$ cat src/rtl/uart_pkg.sv
// Shared types and constants for the UART receive path: FSM states, sampling
// offsets around the bit centre and the FIFO entry layout.
`timescale 1ns/1ps
package uart_pkg;

    typedef enum logic [2:0] {
        IDLE,
        START,
        DATA,
        PARITY,
        STOP,
        STOP2
    } rx_state_t;

    localparam int unsigned MIN_WORD = 5;
    localparam int unsigned MAX_WORD = 15;

    // Majority samples sit at OVS/2-SMP_PRE, OVS/2 and OVS/2+SMP_POST.
    localparam int unsigned SMP_PRE  = 1;
    localparam int unsigned SMP_POST = 1;

    typedef struct packed {
        logic [MAX_WORD-1:0] data;
        logic                par_err;
        logic                frm_err;
    } uart_rx_entry_t;

    function automatic logic maj3(input logic a, input logic b, input logic c);
        return (a & b) | (a & c) | (b & c);
    endfunction

endpackage

$ cat src/rtl/uart_rx_fifo_if.sv
// Read-side handshake of the receive FIFO: head word, flags, valid/ready, level.
`timescale 1ns/1ps
interface uart_rx_fifo_if #(
    parameter int unsigned DATA_W     = 9,
    parameter int unsigned FIFO_DEPTH = 8
);
    localparam int unsigned LVL_W = $clog2(FIFO_DEPTH) + 1;

    logic [DATA_W-1:0] rd_data;
    logic              rd_par_err;
    logic              rd_frm_err;
    logic              rd_valid;
    logic              rd_ready;
    logic [LVL_W-1:0]  fifo_level;

    modport master (
        output rd_data, rd_par_err, rd_frm_err, rd_valid, fifo_level,
        input  rd_ready
    );

    modport slave (
        input  rd_data, rd_par_err, rd_frm_err, rd_valid, fifo_level,
        output rd_ready
    );
endinterface

$ cat src/rtl/uart_sync_fifo.sv
// Generic first-word-fall-through FIFO; head is read straight from storage and
// forced to zero while empty so the outputs never carry stale data.
`timescale 1ns/1ps
module uart_sync_fifo #(
    parameter  int unsigned WIDTH = 11,
    parameter  int unsigned DEPTH = 8,
    localparam int unsigned AW    = $clog2(DEPTH),
    localparam int unsigned LW    = AW + 1
) (
    input  logic             clk,
    input  logic             rst_n,
    input  logic             push,
    input  logic [WIDTH-1:0] push_data,
    input  logic             pop,
    output logic [WIDTH-1:0] pop_data,
    output logic             full,
    output logic             empty,
    output logic [LW-1:0]    level,
    output logic             push_ok,
    output logic             pop_ok
);
    logic [WIDTH-1:0] mem [DEPTH];
    logic [AW-1:0]    wr_ptr;
    logic [AW-1:0]    rd_ptr;

    assign empty    = (level == '0);
    assign full     = (level == LW'(DEPTH));
    assign pop_ok   = pop && !empty;
    // A pop in the same cycle frees the slot, so a full FIFO still accepts.
    assign push_ok  = push && (!full || pop_ok);
    assign pop_data = empty ? '0 : mem[rd_ptr];

    always_ff @(posedge clk or negedge rst_n) begin
        if (!rst_n) begin
            wr_ptr <= '0;
            rd_ptr <= '0;
            level  <= '0;
        end else begin
            if (push_ok) wr_ptr <= wr_ptr + 1'b1;
            if (pop_ok)  rd_ptr <= rd_ptr + 1'b1;
            unique case ({push_ok, pop_ok})
                2'b10:   level <= level + 1'b1;
                2'b01:   level <= level - 1'b1;
                default: level <= level;
            endcase
        end
    end

    always_ff @(posedge clk) begin
        if (push_ok) mem[wr_ptr] <= push_data;
    end
endmodule

$ cat src/rtl/uart_rx_fifo.sv
// UART receiver with 3-point majority sampling feeding a FWFT receive FIFO.
// Optional UART_RX_BREAK_EN: all-zero frames raise uart_rx_brk_it instead of pushing.
`timescale 1ns/1ps
module uart_rx_fifo
    import uart_pkg::*;
#(
    parameter int unsigned DATA_W     = 9,
    parameter int unsigned FIFO_DEPTH = 8,
    parameter int unsigned DIV_W      = 9,
    parameter int unsigned OVS        = 8
) (
    input  logic             clk,
    input  logic             rstb,
    input  logic [DIV_W-1:0] cfg_clk_div,
    input  logic             cfg_has_parity,
    input  logic             cfg_odd_parity,
    input  logic             cfg_extend_stop,
    input  logic             cfg_lsb_first,
    input  logic [3:0]       cfg_word,
    input  logic             ms_urx,
    uart_rx_fifo_if.master   rd,
    output logic             uart_rx_new_it,
    output logic             uart_rx_par_it,
    output logic             uart_rx_frm_it,
    output logic             uart_rx_ovr_it
`ifdef UART_RX_BREAK_EN
    ,
    output logic             uart_rx_brk_it
`endif
);
    localparam int unsigned TW = $clog2(OVS);
    localparam int unsigned LW = $clog2(FIFO_DEPTH) + 1;
    localparam int unsigned S0 = OVS / 2 - SMP_PRE;
    localparam int unsigned S1 = OVS / 2;
    localparam int unsigned S2 = OVS / 2 + SMP_POST;
    localparam int unsigned EW = DATA_W + 2;

    function automatic logic [3:0] clamp_word(input logic [3:0] w);
        if (w < 4'(MIN_WORD)) return 4'(MIN_WORD);
        if (32'(w) > DATA_W) return 4'(DATA_W);
        return w;
    endfunction

    rx_state_t         state_q, state_d;
    logic              sync1, line, line_prev, lock_q;
    logic [DIV_W-1:0]  div_q, div_cnt;
    logic [TW-1:0]     tick_cnt;
    logic              has_par_q, odd_q, ext_q, lsb_q;
    logic [3:0]        word_q, bit_cnt, data_idx;
    logic              smp0, smp1, bit_maj;
    logic [DATA_W-1:0] data_q;
    logic              par_bit_q, frm_q, any_one_q, push_q, push_d;
    logic              tick, tick_s2, tick_last, start_edge, frm_next;
    logic              push_req, push_ok, pop_ok, full, empty;
    uart_rx_entry_t    entry;
    logic [EW-1:0]     head;
    logic [LW-1:0]     level;
    logic              unused_hi;

    assign tick       = (state_q != IDLE) && (div_cnt == div_q);
    assign tick_s2    = tick && (tick_cnt == TW'(S2));
    assign tick_last  = tick && (tick_cnt == TW'(OVS - 1));
    assign bit_maj    = maj3(smp0, smp1, line);
    assign start_edge = (state_q == IDLE) && line_prev && !line && !lock_q;
    assign frm_next   = frm_q | ~bit_maj;
    assign data_idx   = lsb_q ? bit_cnt : (word_q - 4'd1 - bit_cnt);

    always_comb begin
        state_d = state_q;
        push_d  = 1'b0;
        unique case (state_q)
            IDLE:   if (start_edge) state_d = START;
            START: begin
                if (tick_s2 && bit_maj) state_d = IDLE;
                else if (tick_last)     state_d = DATA;
            end
            DATA: begin
                if (tick_last && (bit_cnt == word_q - 4'd1))
                    state_d = has_par_q ? PARITY : STOP;
            end
            PARITY: if (tick_last) state_d = STOP;
            STOP: begin
                if (tick_s2 && !ext_q) begin
                    state_d = IDLE;
                    push_d  = 1'b1;
                end else if (tick_last) begin
                    state_d = STOP2;
                end
            end
            STOP2: begin
                if (tick_s2) begin
                    state_d = IDLE;
                    push_d  = 1'b1;
                end
            end
            default: state_d = IDLE;
        endcase
    end

    always_ff @(posedge clk or negedge rstb) begin
        if (!rstb) state_q <= IDLE;
        else       state_q <= state_d;
    end

    always_ff @(posedge clk or negedge rstb) begin
        if (!rstb) begin
            sync1     <= 1'b1;
            line      <= 1'b1;
            line_prev <= 1'b1;
            lock_q    <= 1'b0;
            push_q    <= 1'b0;
            div_q     <= '0;
            div_cnt   <= '0;
            tick_cnt  <= '0;
            has_par_q <= 1'b0;
            odd_q     <= 1'b0;
            ext_q     <= 1'b0;
            lsb_q     <= 1'b0;
            word_q    <= 4'(MIN_WORD);
            bit_cnt   <= '0;
            smp0      <= 1'b1;
            smp1      <= 1'b1;
            data_q    <= '0;
            par_bit_q <= 1'b0;
            frm_q     <= 1'b0;
            any_one_q <= 1'b0;
        end else begin
            sync1     <= ms_urx;
            line      <= sync1;
            line_prev <= line;
            push_q    <= push_d;
            // Lock is raised together with the push so the push cycle is covered.
            if (push_d && frm_next) lock_q <= 1'b1;
            else if (line)          lock_q <= 1'b0;

            if (start_edge) begin
                div_q     <= cfg_clk_div;
                has_par_q <= cfg_has_parity;
                odd_q     <= cfg_odd_parity;
                ext_q     <= cfg_extend_stop;
                lsb_q     <= cfg_lsb_first;
                word_q    <= clamp_word(cfg_word);
                div_cnt   <= '0;
                tick_cnt  <= '0;
                bit_cnt   <= '0;
                data_q    <= '0;
                par_bit_q <= 1'b0;
                frm_q     <= 1'b0;
                any_one_q <= 1'b0;
            end else if (state_q != IDLE) begin
                if (tick) begin
                    div_cnt  <= '0;
                    tick_cnt <= (tick_cnt == TW'(OVS - 1)) ? '0 : tick_cnt + 1'b1;
                    if (tick_cnt == TW'(S0)) smp0 <= line;
                    if (tick_cnt == TW'(S1)) smp1 <= line;
                    if (tick_s2) begin
                        unique case (state_q)
                            DATA: begin
                                for (int unsigned i = 0; i < DATA_W; i++)
                                    if (4'(i) == data_idx) data_q[i] <= bit_maj;
                                any_one_q <= any_one_q | bit_maj;
                            end
                            PARITY: begin
                                par_bit_q <= bit_maj;
                                any_one_q <= any_one_q | bit_maj;
                            end
                            STOP, STOP2: begin
                                frm_q     <= frm_next;
                                any_one_q <= any_one_q | bit_maj;
                            end
                            default: ;
                        endcase
                    end
                    if (tick_last && (state_q == DATA)) bit_cnt <= bit_cnt + 1'b1;
                end else begin
                    div_cnt <= div_cnt + 1'b1;
                end
            end
        end
    end

    always_comb begin
        entry         = '0;
        entry.data    = MAX_WORD'(data_q);
        entry.par_err = has_par_q & ((^data_q ^ par_bit_q) != odd_q);
        entry.frm_err = frm_q;
    end
    assign unused_hi = ^entry.data[MAX_WORD-1:DATA_W];

`ifdef UART_RX_BREAK_EN
    assign push_req       = push_q && any_one_q;
    assign uart_rx_brk_it = push_q && !any_one_q;
`else
    logic unused_any;
    assign unused_any = any_one_q;
    assign push_req   = push_q;
`endif

    uart_sync_fifo #(
        .WIDTH(EW),
        .DEPTH(FIFO_DEPTH)
    ) u_fifo (
        .clk      (clk),
        .rst_n    (rstb),
        .push     (push_req),
        .push_data({entry.data[DATA_W-1:0], entry.par_err, entry.frm_err}),
        .pop      (rd.rd_ready),
        .pop_data (head),
        .full     (full),
        .empty    (empty),
        .level    (level),
        .push_ok  (push_ok),
        .pop_ok   (pop_ok)
    );

    assign rd.rd_data    = head[EW-1:2];
    assign rd.rd_par_err = head[1];
    assign rd.rd_frm_err = head[0];
    assign rd.rd_valid   = !empty;
    assign rd.fifo_level = level;

    assign uart_rx_new_it = push_ok;
    assign uart_rx_par_it = push_ok && entry.par_err;
    assign uart_rx_frm_it = push_ok && entry.frm_err;
    assign uart_rx_ovr_it = push_req && !push_ok;
endmodule

$ cat src/flat_wrapper.sv
// flat-port wrapper written by rule: the top's interface ports become plain ports
module uart_rx_fifo_flat import uart_pkg::*;
#(
    parameter int unsigned DATA_W     = 9,
    parameter int unsigned FIFO_DEPTH = 8,
    parameter int unsigned DIV_W      = 9,
    parameter int unsigned OVS        = 8
)
  (clk, rstb, cfg_clk_div, cfg_has_parity, cfg_odd_parity, cfg_extend_stop, cfg_lsb_first, cfg_word, ms_urx, uart_rx_new_it, uart_rx_par_it, uart_rx_frm_it, uart_rx_ovr_it, rd_rd_data, rd_rd_par_err, rd_rd_frm_err, rd_rd_valid, rd_fifo_level, rd_rd_ready);
  uart_rx_fifo_if #(.DATA_W(DATA_W), .FIFO_DEPTH(FIFO_DEPTH)) rd_i ();
  input  logic clk;
  input  logic rstb;
  input  logic [DIV_W-1:0] cfg_clk_div;
  input  logic cfg_has_parity;
  input  logic cfg_odd_parity;
  input  logic cfg_extend_stop;
  input  logic cfg_lsb_first;
  input  logic [3:0] cfg_word;
  input  logic ms_urx;
  output logic uart_rx_new_it;
  output logic uart_rx_par_it;
  output logic uart_rx_frm_it;
  output logic uart_rx_ovr_it;
  output wire logic [$bits(rd_i.rd_data)-1:0] rd_rd_data;
  output wire logic [$bits(rd_i.rd_par_err)-1:0] rd_rd_par_err;
  output wire logic [$bits(rd_i.rd_frm_err)-1:0] rd_rd_frm_err;
  output wire logic [$bits(rd_i.rd_valid)-1:0] rd_rd_valid;
  output wire logic [$bits(rd_i.fifo_level)-1:0] rd_fifo_level;
  input wire logic [$bits(rd_i.rd_ready)-1:0] rd_rd_ready;
  assign rd_rd_data = rd_i.rd_data;
  assign rd_rd_par_err = rd_i.rd_par_err;
  assign rd_rd_frm_err = rd_i.rd_frm_err;
  assign rd_rd_valid = rd_i.rd_valid;
  assign rd_fifo_level = rd_i.fifo_level;
  assign rd_i.rd_ready = rd_rd_ready;
  uart_rx_fifo #(.DATA_W(DATA_W), .FIFO_DEPTH(FIFO_DEPTH), .DIV_W(DIV_W), .OVS(OVS)) u_core (.clk(clk), .rstb(rstb), .cfg_clk_div(cfg_clk_div), .cfg_has_parity(cfg_has_parity), .cfg_odd_parity(cfg_odd_parity), .cfg_extend_stop(cfg_extend_stop), .cfg_lsb_first(cfg_lsb_first), .cfg_word(cfg_word), .ms_urx(ms_urx), .rd(rd_i), .uart_rx_new_it(uart_rx_new_it), .uart_rx_par_it(uart_rx_par_it), .uart_rx_frm_it(uart_rx_frm_it), .uart_rx_ovr_it(uart_rx_ovr_it));
endmodule
$ cat config.mk
export PLATFORM = sky130hd
export DESIGN_NAME = uart_rx_fifo_flat
export DESIGN_NICKNAME = d
export VERILOG_FILES = /design/src/rtl/uart_pkg.sv /design/src/rtl/uart_rx_fifo_if.sv /design/src/rtl/uart_sync_fifo.sv /design/src/rtl/uart_rx_fifo.sv /design/src/flat_wrapper.sv
export SDC_FILE = /design/constraint.sdc
export NUM_CORES = 1
export LEC_CHECK = 0
export ABC_AREA = 1
export CAP_MARGIN = 30
export CORE_MARGIN = 2
export CORE_UTILIZATION = 54
export CTS_BUF_LIST = sky130_fd_sc_hd__clkbuf_4 sky130_fd_sc_hd__clkbuf_8 sky130_fd_sc_hd__clkbuf_16
export CTS_CLUSTER_SIZE = 24
export DETAILED_ROUTE_END_ITERATION = 8
export PLACE_DENSITY = 0.77
export SETUP_SLACK_MARGIN = 0.2
export SYNTH_ARGS = -nofsm -noshare
export SYNTH_HDL_FRONTEND = slang
export SYNTH_SLANG_ARGS = --single-unit
$ cat constraint.sdc
create_clock -name clk -period 2.3 [get_ports clk]
set_input_delay 0.23 -clock clk [delete_from_list [all_inputs] [get_ports clk]]
set_output_delay 0.23 -clock clk [all_outputs]
set_load 0.1 [all_outputs]
==> results of run 1 <==
[registers in the layout, indices dropped and copies added (netlist names), 3 cells and up]
register	count
u_core.data_q	9
u_core.u_fifo.rd_ptr	3
u_core.div_cnt	9
u_core.u_fifo.mem	88
u_core.u_fifo.wr_ptr	3
u_core.div_q	9
u_core.tick_cnt	3
u_core.word_q	4
u_core.u_fifo.level	4
u_core.bit_cnt	4
u_core.state_q	3
[per-stage QoR]
step | setup TNS, ns | hold slack [ns]
2_1_floorplan | -5.65 | -0.0656
3_3_place_gp | 0 | 0.348
3_5_place_dp | -0.0908 | 0.351
4_1_cts | -0.0483 | 0.0131
5_1_grt | -2.31 | 0.0600
6_report | -0.870 | -0.0113
[where the power goes]
part / internal (mW) / switching, mW / leakage [nW]
sequential: 3.23 / 0.329 / 1.46
clock: 1.90 / 1.12 / 0.304
combinational: 3.68 / 5.76 / 2.26
[path summary, 6_finish.rpt]
check	start	to	slack, ns	cells after the start
worst max-delay path	u_core.u_fifo.level[1]	u_core.u_fifo.level[3]	-0.23	14
max in group asynchronous	rstb	u_core.u_fifo.level[3]	1.71	2
worst min register to register	u_core.sync1	u_core.line	0.36	0
worst min-delay path	rstb	u_core.div_q[3]	-0.01	2
min in group clk	ms_urx	u_core.sync1	0.23	1
worst max register to register	u_core.u_fifo.level[1]	u_core.u_fifo.level[3]	-0.23	14
[cells by family (layout without fill, tap and decap cells)]
family,Yosys count,in the layout,synth area share [%]
AOI/OAI and AO/OA,133,133,10.3
xor gates and xnor gates,27,27,3.30
adders and majority gates,19,19,3.49
buffers and inverters,85,218,4.50
DFF,152,152,59.4
muxes,2,2,0.297
and+or+nand+nor,306,307,18.8
[layout by cell type, fill, tap and decap left out, types with 3 or more instances in the layout]
cell             count
edfxtp_1            88
nand4_1             15
nor2_4              36
xor2_1              15
nor2_1              58
clkbuf_4             5
nand3_4              3
o21ai_4             14
o21ai_0             24
a31oi_4             11
bufinv_16            4
o21ai_1             26
nor3_1               6
clkbuf_16           21
xnor2_1             10
inv_1               42
ha_1                12
o21ai_2             31
clkdlybuf4s50_1     19
dfstp_2              7
ha_4                 4
nor2_2              21
buf_12              25
buf_6               19
inv_2               15
nand2_2             19
buf_4               45
o22ai_4              4
dfrtp_1             49
buf_16               6
nand2_1            118
dfrtp_2              4
o22ai_2              7
dfrtp_4              4
a21oi_1              6
clkinvlp_4           6
nand3_1             16
nand2_4              5
[critical path, stage by stage, from the launching register on]
cell      delay [ns]
dfrtp_4         0.49
nor2_4          0.18
nand3_4         0.12
nand2_4         0.09
nand4_1         0.14
nand2_2         0.15
ha_4            0.19
ha_4            0.23
nand2_2         0.07
nor2_1          0.05
a211oi_2        0.19
nor2_1          0.07
nor2_1          0.15
nand2_1         0.10
xor2_1          0.16
[metal layers]
metal  up-vias  track usage (%)
li1       2705                -
met1      2977             33.4
met2       334             47.5
met3        97             6.70
met4         0             13.6
met5         -                0
[what timing repair did]
action,in CTS,in global routing
endpoints found under the hold margin,0,0
setup buffers,25,27
endpoints found under the setup margin,27,101
resized for setup,160,103
pin swaps,47,62
gates cloned,8,4
[final cells by class]
class                           count  area (µm²)  share of cell area [%]
Inverter                           64         269                    2.55
Sequential cell                   152        4270                    40.5
Clock buffer                       23         477                    4.52
Multi-Input combinational cell    488        3580                    33.9
Timing Repair Buffer              122        1580                    14.9
Clock inverter                      9         153                    1.45
Tap cell                          176         220                    2.09
==> impl_metrics.ini, run 1 <==
[synth]
synthFlopType = edfxtp_1
syn-instance-count = 724
synth_edf_count = 88
yosys-top-cells-area = edfxtp_1 37%, dfrtp_1 20%, nand2_1 6.7%
yosysWarnings = 0
synth-seq-cells = 152
synth.largest_area_cell = edfxtp_1
synthTopCellsByCount = 128 x nand2_1, 108 x nor2_1, 88 x edfxtp_1, 83 x o21ai_0, 57 x dfrtp_1
syn_nets = 763
ys_seq_area_share_pct = 59.4
ys_types = 45
syn_avg_cell_area_um2 = 9.90
synth_most_common_cell = nand2_1
synth.cell_area_mm2 = 0.00717
synth.top_cell.area_share_pct = 36.9
ys_async_sr_fraction_pct = 42.1

[power_and_ir_drop]
power_mw = 16.0
leakagePower_nw = 4.02
power.density_mw_per_mm2 = 1520
ir_worst_vdd_mv = 0.780

[sta]
timing.final.crit_share_pct = 110
hold_ws_ns = -0.0113
fin_ws_ns = -0.225
finalMaxSlewViolations = 0
hold_viol = 19
fmax_mhz = 396
skew_ns = 0.0134
period_needed_ns = 2.53
slew_headroom_pct = 46.0
rsz0062_at_grt = true
setup_viol = 12
worst_slew_pin_slew_ns = 0.811

[global_routing]
grt_max_degree = 65
antenna_found_initial = 0
grt_pass1_wl_um = 30500
grt_pass1_vias = 5884
grt-ovfl-total = 0
grt_usage_pct = 27.9

[run_status]
violations = hold timing, setup timing
status = finished with violations

[floorplan]
die_w_um = 119
fp.coreArea_mm2 = 0.0131
die_area_mm2 = 0.0142
io_pins = 41
die_y_um = 119
start_util_pct = 54.8
rows = 42

[route]
vias = 6113
highest_layer = met4
routed_wirelength_um = 22900
routed_via_density = 5.91
wl_met1_um = 8560
route.met3.wl_um = 1350
drc = 0
wl_met2_um = 12000
drt_pass1_iterations = 7
drtIter0Drc = 546
wl_per_cell_um = 22.2
ant_nets = 0

[worst_setup_path]
worstSetupPathType = reg -> reg
critPathLaunchType = register
cp.arrival_ns = 2.82
end_kind = register
critPathMaxFanout = 3
required_ns = 2.60

[clock_network]
root_buffer = clkbuf_16
holdBufCountCts = 0
cts_sinks = 152
clk_pin_slew_ns = 0.06
cts_buffers = 17
clk_latency_ns = 0.43
clock_path_buffers = 2
h-tree-depth = 4
cts_tree = done

[final_layout]
nNetsFinal = 884
fin_area_mm2 = 0.0105
layout-drive-gt1-share_pct = 39.3
syn2layout_area_growth_pct = 47.2
fin_cells = 1034
post-route-util_pct = 80.6
nFillCells = 651
n_antenna_cell = 0

[job]
cap_violations = 0

[placement]
dpl.hpwl_um = 10400
placed_cells = 938
numPortBuffers = 40
dp_slack_ns = -0.0555
placed_area_mm2 = 0.00831
gp_congestion = 0.875

[hold_path]
hold_path_class = in -> async
Power figures use the tool's default switching activity.
==> run 2: changes to the inputs <==
- ABC_CLOCK_PERIOD_IN_PS: unset -> 2300
- SETUP_SLACK_MARGIN: 0.2 -> unset
==> impl_metrics.ini, run 2 (synthesis gave the netlist of run 1 again) <==
[run_status]
status = finished with violations
violations = setup timing

[power_and_ir_drop]
power_mw = 14.0
power.density_mw_per_mm2 = 1490
ir_worst_vdd_mv = 0.840
leakagePower_nw = 3.63

[worst_setup_path]
reg2regPathDepth = 17
end_kind = register
slowest_delay_ns = 0.54
cp_cell_sequence = inv_2 -> ha_4 -> xor2_1 -> ha_1 -> nand2_1 -> nor2_1 -> nor2_1 -> nand2_1 -> inv_1 -> nand2_2 -> nand3_4 -> nand2_2 -> nand3_2 -> nand2_1 -> nand2_1 -> nand2_1 -> o21ai_1
r2r_setup_slack_ns = -0.10
timing.rr.start = u_core.word_q[0]
critPathLaunch = u_core.word_q[0]
crit_slowest_cell = dfstp_2
r2r_end = u_core.data_q[8]
critPathLaunchType = register
worstSetupPathType = reg -> reg
critPathMaxFanout = 5
cpMostUsedCell = nand2_1
required_ns = 2.62
cp.arrival_ns = 2.72

[job]
cap_violations = 0

[global_routing]
grt_usage_pct = 24.8
grt_pass1_vias = 5513
grt_pass1_wl_um = 27000
grt-ovfl-total = 0
grt_max_degree = 65
antenna_found_initial = 0

[hold_path]
min_from = ms_urx
min_path_cells = 1
hold_path_class = in -> reg
holdPathEnd = u_core.sync1

[floorplan]
io_pins = 41
fp.coreArea_mm2 = 0.0131
die_area_mm2 = 0.0142
die_y_um = 119
die_w_um = 119
rows = 42
start_util_pct = 54.8

[final_layout]
top_register = u_core.u_fifo.mem
nFillCells = 882
post-route-util_pct = 72.0
n_antenna_cell = 0
final_cell_mix = 116 x nand2_1, 94 x nor2_1, 88 x edfxtp_1, 67 x o21ai_0
fin_area_mm2 = 0.00942
syn2layout_area_growth_pct = 31.4
layout-drive-gt1-share_pct = 26.5
nNetsFinal = 848
final_common_cell = nand2_1
fin_cells = 998
largest_reg_flops = 88

[route]
vias = 5512
drt_pass1_iterations = 5
routed_wirelength_um = 16500
drc = 0
routed_via_density = 5.52
wl_per_cell_um = 16.6
drtIter0Drc = 390
ant_nets = 0

[sta]
hold_ws_ns = 0.200
setup_viol = 6
timing.final.crit_share_pct = 104
rsz0062_at_grt = true
finalMaxSlewViolations = 0
fin_ws_ns = -0.101
worst_slew_pin_slew_ns = 0.473
period_needed_ns = 2.40
fmax_mhz = 417
slew_headroom_pct = 68.3
tns_ns = -0.215
skew_ns = 0.0118
hold_viol = 0

[placement]
placed_area_mm2 = 0.00835
dp_slack_ns = -0.122
numPortBuffers = 40
gp_congestion = 0.876
placed_cells = 944
dpl.hpwl_um = 10500

[clock_network]
root_buffer = clkbuf_16
clock_path_buffers = 2
cts_sinks = 152
cts_buffers = 17
clk_pin_slew_ns = 0.06
h-tree-depth = 4
cts_tree = done
clk_latency_ns = 0.44
==> run 2: metal layers <==
metal  track usage (%)  vias up  wire [µm]  share of wire [%]
li1                  -     2633          -                  -
met1              28.3     2670       6450                 39
met2              43.8      172       8790                 53
met3              5.80       37        787                4.8
met4              11.8        0        488                3.0
met5                 0        -          0                  0
==> run 2: power breakdown <==
| part | leakage, nW | internal, mW | total (mW) | switching [mW] |
|---|---|---|---|---|
| clock network | 0.331 | 2.12 | 3.23 | 1.11 |
| logic | 1.85 | 2.55 | 7.25 | 4.70 |
| registers | 1.45 | 3.23 | 3.54 | 0.306 |
| total | 3.63 | 7.89 | 14.0 | 6.12 |
==> run 2: layout make-up <==
type                    count  area [µm²]  share of cell area, %
well taps                 176         220                   2.34
clock buffers              21         468                   4.97
multi-input cells         488        3030                   32.2
clock inverters            11         218                   2.31
inverters                  64         248                   2.63
flip-flops and latches    152        4280                   45.4
repair buffers             86         958                   10.2
==> run 2: repair_timing <==
action / CTS / global route
setup buffers: 17 / 5
setup endpoints to repair: 19 / 24
gates resized for setup: 33 / 36
hold buffers: 1 / 0
hold endpoints to repair: 57 / 0
cloned: 1 / 0
pin swaps: 18 / 20
==> run 2: worst max-delay path by stage <==
stage | endpoint | slack, ns | depth (start not counted)
floorplan | u_core.u_fifo.level[3] | -0.17 | 14
global placement | u_core.data_q[8] | -0.01 | 17
detailed placement | u_core.data_q[8] | -0.12 | 17
CTS | uart_rx_par_it | -0.07 | 7
global route | u_core.u_fifo.level[3] | -0.23 | 14
finish | u_core.data_q[8] | -0.10 | 17
==> run 2: worst max-delay path: cells and delay by family, from the launching register on <==
family	cells	cell delay (ns)
simple gates	11	0.92
compound gates	1	0.06
buf+inv	2	0.11
xor+xnor	1	0.14
fa+ha+maj	2	0.50
flops	1	0.54
==> run 3: changes to the inputs <==
- CORE_MARGIN: 2 -> 8
==> impl_metrics.ini, run 3 (synthesis gave the netlist of run 1 again) <==
[worst_setup_path]
cpLargestDelayFamily = simple AND/OR/NAND/NOR gates
cp_cell_sequence = nor2_4 -> nand3_2 -> nand2_2 -> nand4_1 -> nand2_2 -> ha_4 -> ha_4 -> nand2_2 -> nor2_2 -> a211oi_2 -> nor2_1 -> nor2_1 -> nand2_1 -> xor2_1
crit_buf_inv = 0
worstSetupPathType = reg -> reg
end_kind = register
cp.arrival_ns = 2.72
required_ns = 2.62
slowest_delay_ns = 0.50
crit_slowest_cell = dfrtp_4
critPathMaxFanout = 3
critPathLaunchType = register
cpMostUsedCell = nand2_2

[sta]
finalMaxSlewViolations = 0
timing.final.crit_share_pct = 105
setup_viol = 2
period_needed_ns = 2.41
slew_headroom_pct = 52.1
fin_ws_ns = -0.106
hold_viol = 0
fmax_mhz = 416
worst_slew_pin_slew_ns = 0.719
rsz0062_at_grt = true
skew_ns = 0.00880

[power_and_ir_drop]
ir_worst_vdd_mv = 0.750
leakagePower_nw = 3.54
power_mw = 13.5
combinationalPowerShare_pct = 52.1
p_sw_mw = 5.99
internal-power_mw = 7.47
seqPwrFrac_pct = 26.4
p_clk_share_pct = 21.5
swShare_pct = 44.5
power.density_mw_per_mm2 = 1460

[clock_network]
cts_buffers = 17
root_buffer = clkbuf_16
clk_latency_ns = 0.43
cts_tree = done
h-tree-depth = 4
clk_pin_slew_ns = 0.06
clock_path_buffers = 2
cts_sinks = 152

[route]
vias = 5486
drt_pass1_iterations = 6
routed_via_density = 5.54
wl_per_cell_um = 16.4
ant_nets = 0
drc = 0
routed_wirelength_um = 16300
drtIter0Drc = 475

[final_layout]
nNetsFinal = 840
final_cell_mix = 119 x nand2_1, 95 x nor2_1, 88 x edfxtp_1, 70 x o21ai_0, 48 x dfrtp_1
fin_area_mm2 = 0.00924
n_antenna_cell = 0
largest_reg_flops = 88
syn2layout_area_growth_pct = 29.0
layout-drive-gt1-share_pct = 24.1
top_register = u_core.u_fifo.mem
final_common_cell = nand2_1

[placement]
numPortBuffers = 40
dpl.hpwl_um = 10600
placed_area_mm2 = 0.00837
gp_congestion = 0.911

[floorplan]
rows = 42
io_pins = 41
die_y_um = 131
die_w_um = 131
start_util_pct = 54.8
die_area_mm2 = 0.0172
fp.coreArea_mm2 = 0.0131

[global_routing]
grt_max_degree = 37
grt_use_met2_pct = 33.4
use_met1_pct = 22.0
grt_pass1_wl_um = 27100
grt_usage_pct = 19.3
top_usage_layer = met2
grt-ovfl-total = 0
use_met3_pct = 4.31
antenna_found_initial = 0
grt_pass1_vias = 5731

[run_status]
status = finished with violations
violations = setup timing

[hold_path]
hold_path_class = in -> reg

[job]
cap_violations = 0
==> run 3: timing repair <==
action | 4_1_cts | 5_1_grt
gates cloned | 1 | 0
resized for setup | 20 | 33
pin swaps | 5 | 12
endpoints found under the hold margin | 28 | 0
buffers inserted | 7 | 5
setup endpoints to repair | 23 | 23
hold buffers | 1 | 0
==> run 3: power groups by stage <==
stage | Combinational, mW | Clock (mW) | Sequential (mW)
global route | 7.51 | 3.04 | 3.59
CTS | 6.72 | 2.92 | 3.54
finish | 7.02 | 2.90 | 3.55
detailed placement | 6.42 | 0 | 3.60
global placement | 6.24 | 0 | 3.58
floorplan | 4.38 | 0 | 3.77
==> run 3: worst reg2reg max path, stage by stage (launching register included) <==
cell and delay [ns]:
dfrtp_4 0.50, nor2_4 0.14, nand3_2 0.09, nand2_2 0.10, nand4_1 0.15, nand2_2 0.15, ha_4 0.17, ha_4 0.21
nand2_2 0.07, nor2_2 0.04, a211oi_2 0.24, nor2_1 0.08, nor2_1 0.12, nand2_1 0.09, xor2_1 0.14
==> run 3: layout make-up <==
type | instances | area [µm²]
Sequential cell | 152 | 4270
Fill cell | 862 | 3840
Multi-Input combinational cell | 488 | 2990
Timing Repair Buffer | 78 | 902
Clock buffer | 18 | 433
Inverter | 64 | 244
Tap cell | 176 | 220
Clock inverter | 14 | 181
==> run 3: worst paths after layout <==
check	from	to	cells past startpoint	slack, ns
max	u_core.u_fifo.level[0]	u_core.u_fifo.level[3]	14	-0.11
max in group asynchronous	rstb	u_core.line_prev	3	1.21
min reg2reg	u_core.sync1	u_core.line	0	0.36
min in group asynchronous	rstb	u_core.div_q[6]	2	0.39
min	ms_urx	u_core.sync1	1	0.21
max reg2reg	u_core.u_fifo.level[0]	u_core.u_fifo.level[3]	14	-0.11
==> run 3: routing by layer <==
| metal | vias to the layer above | part of all wire, % |
|---|---|---|
| met5 | - | 0 |
| met4 | 0 | 2.3 |
| met3 | 32 | 4.7 |
| met2 | 165 | 51 |
| met1 | 2674 | 42 |
| li1 | 2615 | - |
==> run 3: stage by stage <==
| step | worst slack [ns] | hold slack, ns | cells | TNS (ns) | utilization [%] |
|---|---|---|---|---|---|
| 6_report | -0.106 | 0.208 | 990 | -0.146 | 70.6 |
| 5_1_grt | -0.219 | 0.205 | 990 | -1.13 | 70.6 |
| 4_1_cts | 0.0131 | 0.197 | 986 | 0 | 69.6 |
| 3_5_place_dp | -0.118 | 0.323 | 945 | -0.844 | 63.9 |
| 3_3_place_gp | -0.0116 | 0.313 | 945 | -0.0116 | 63.9 |
| 2_1_floorplan | -0.169 | -0.0656 | 724 | -6.98 | - |
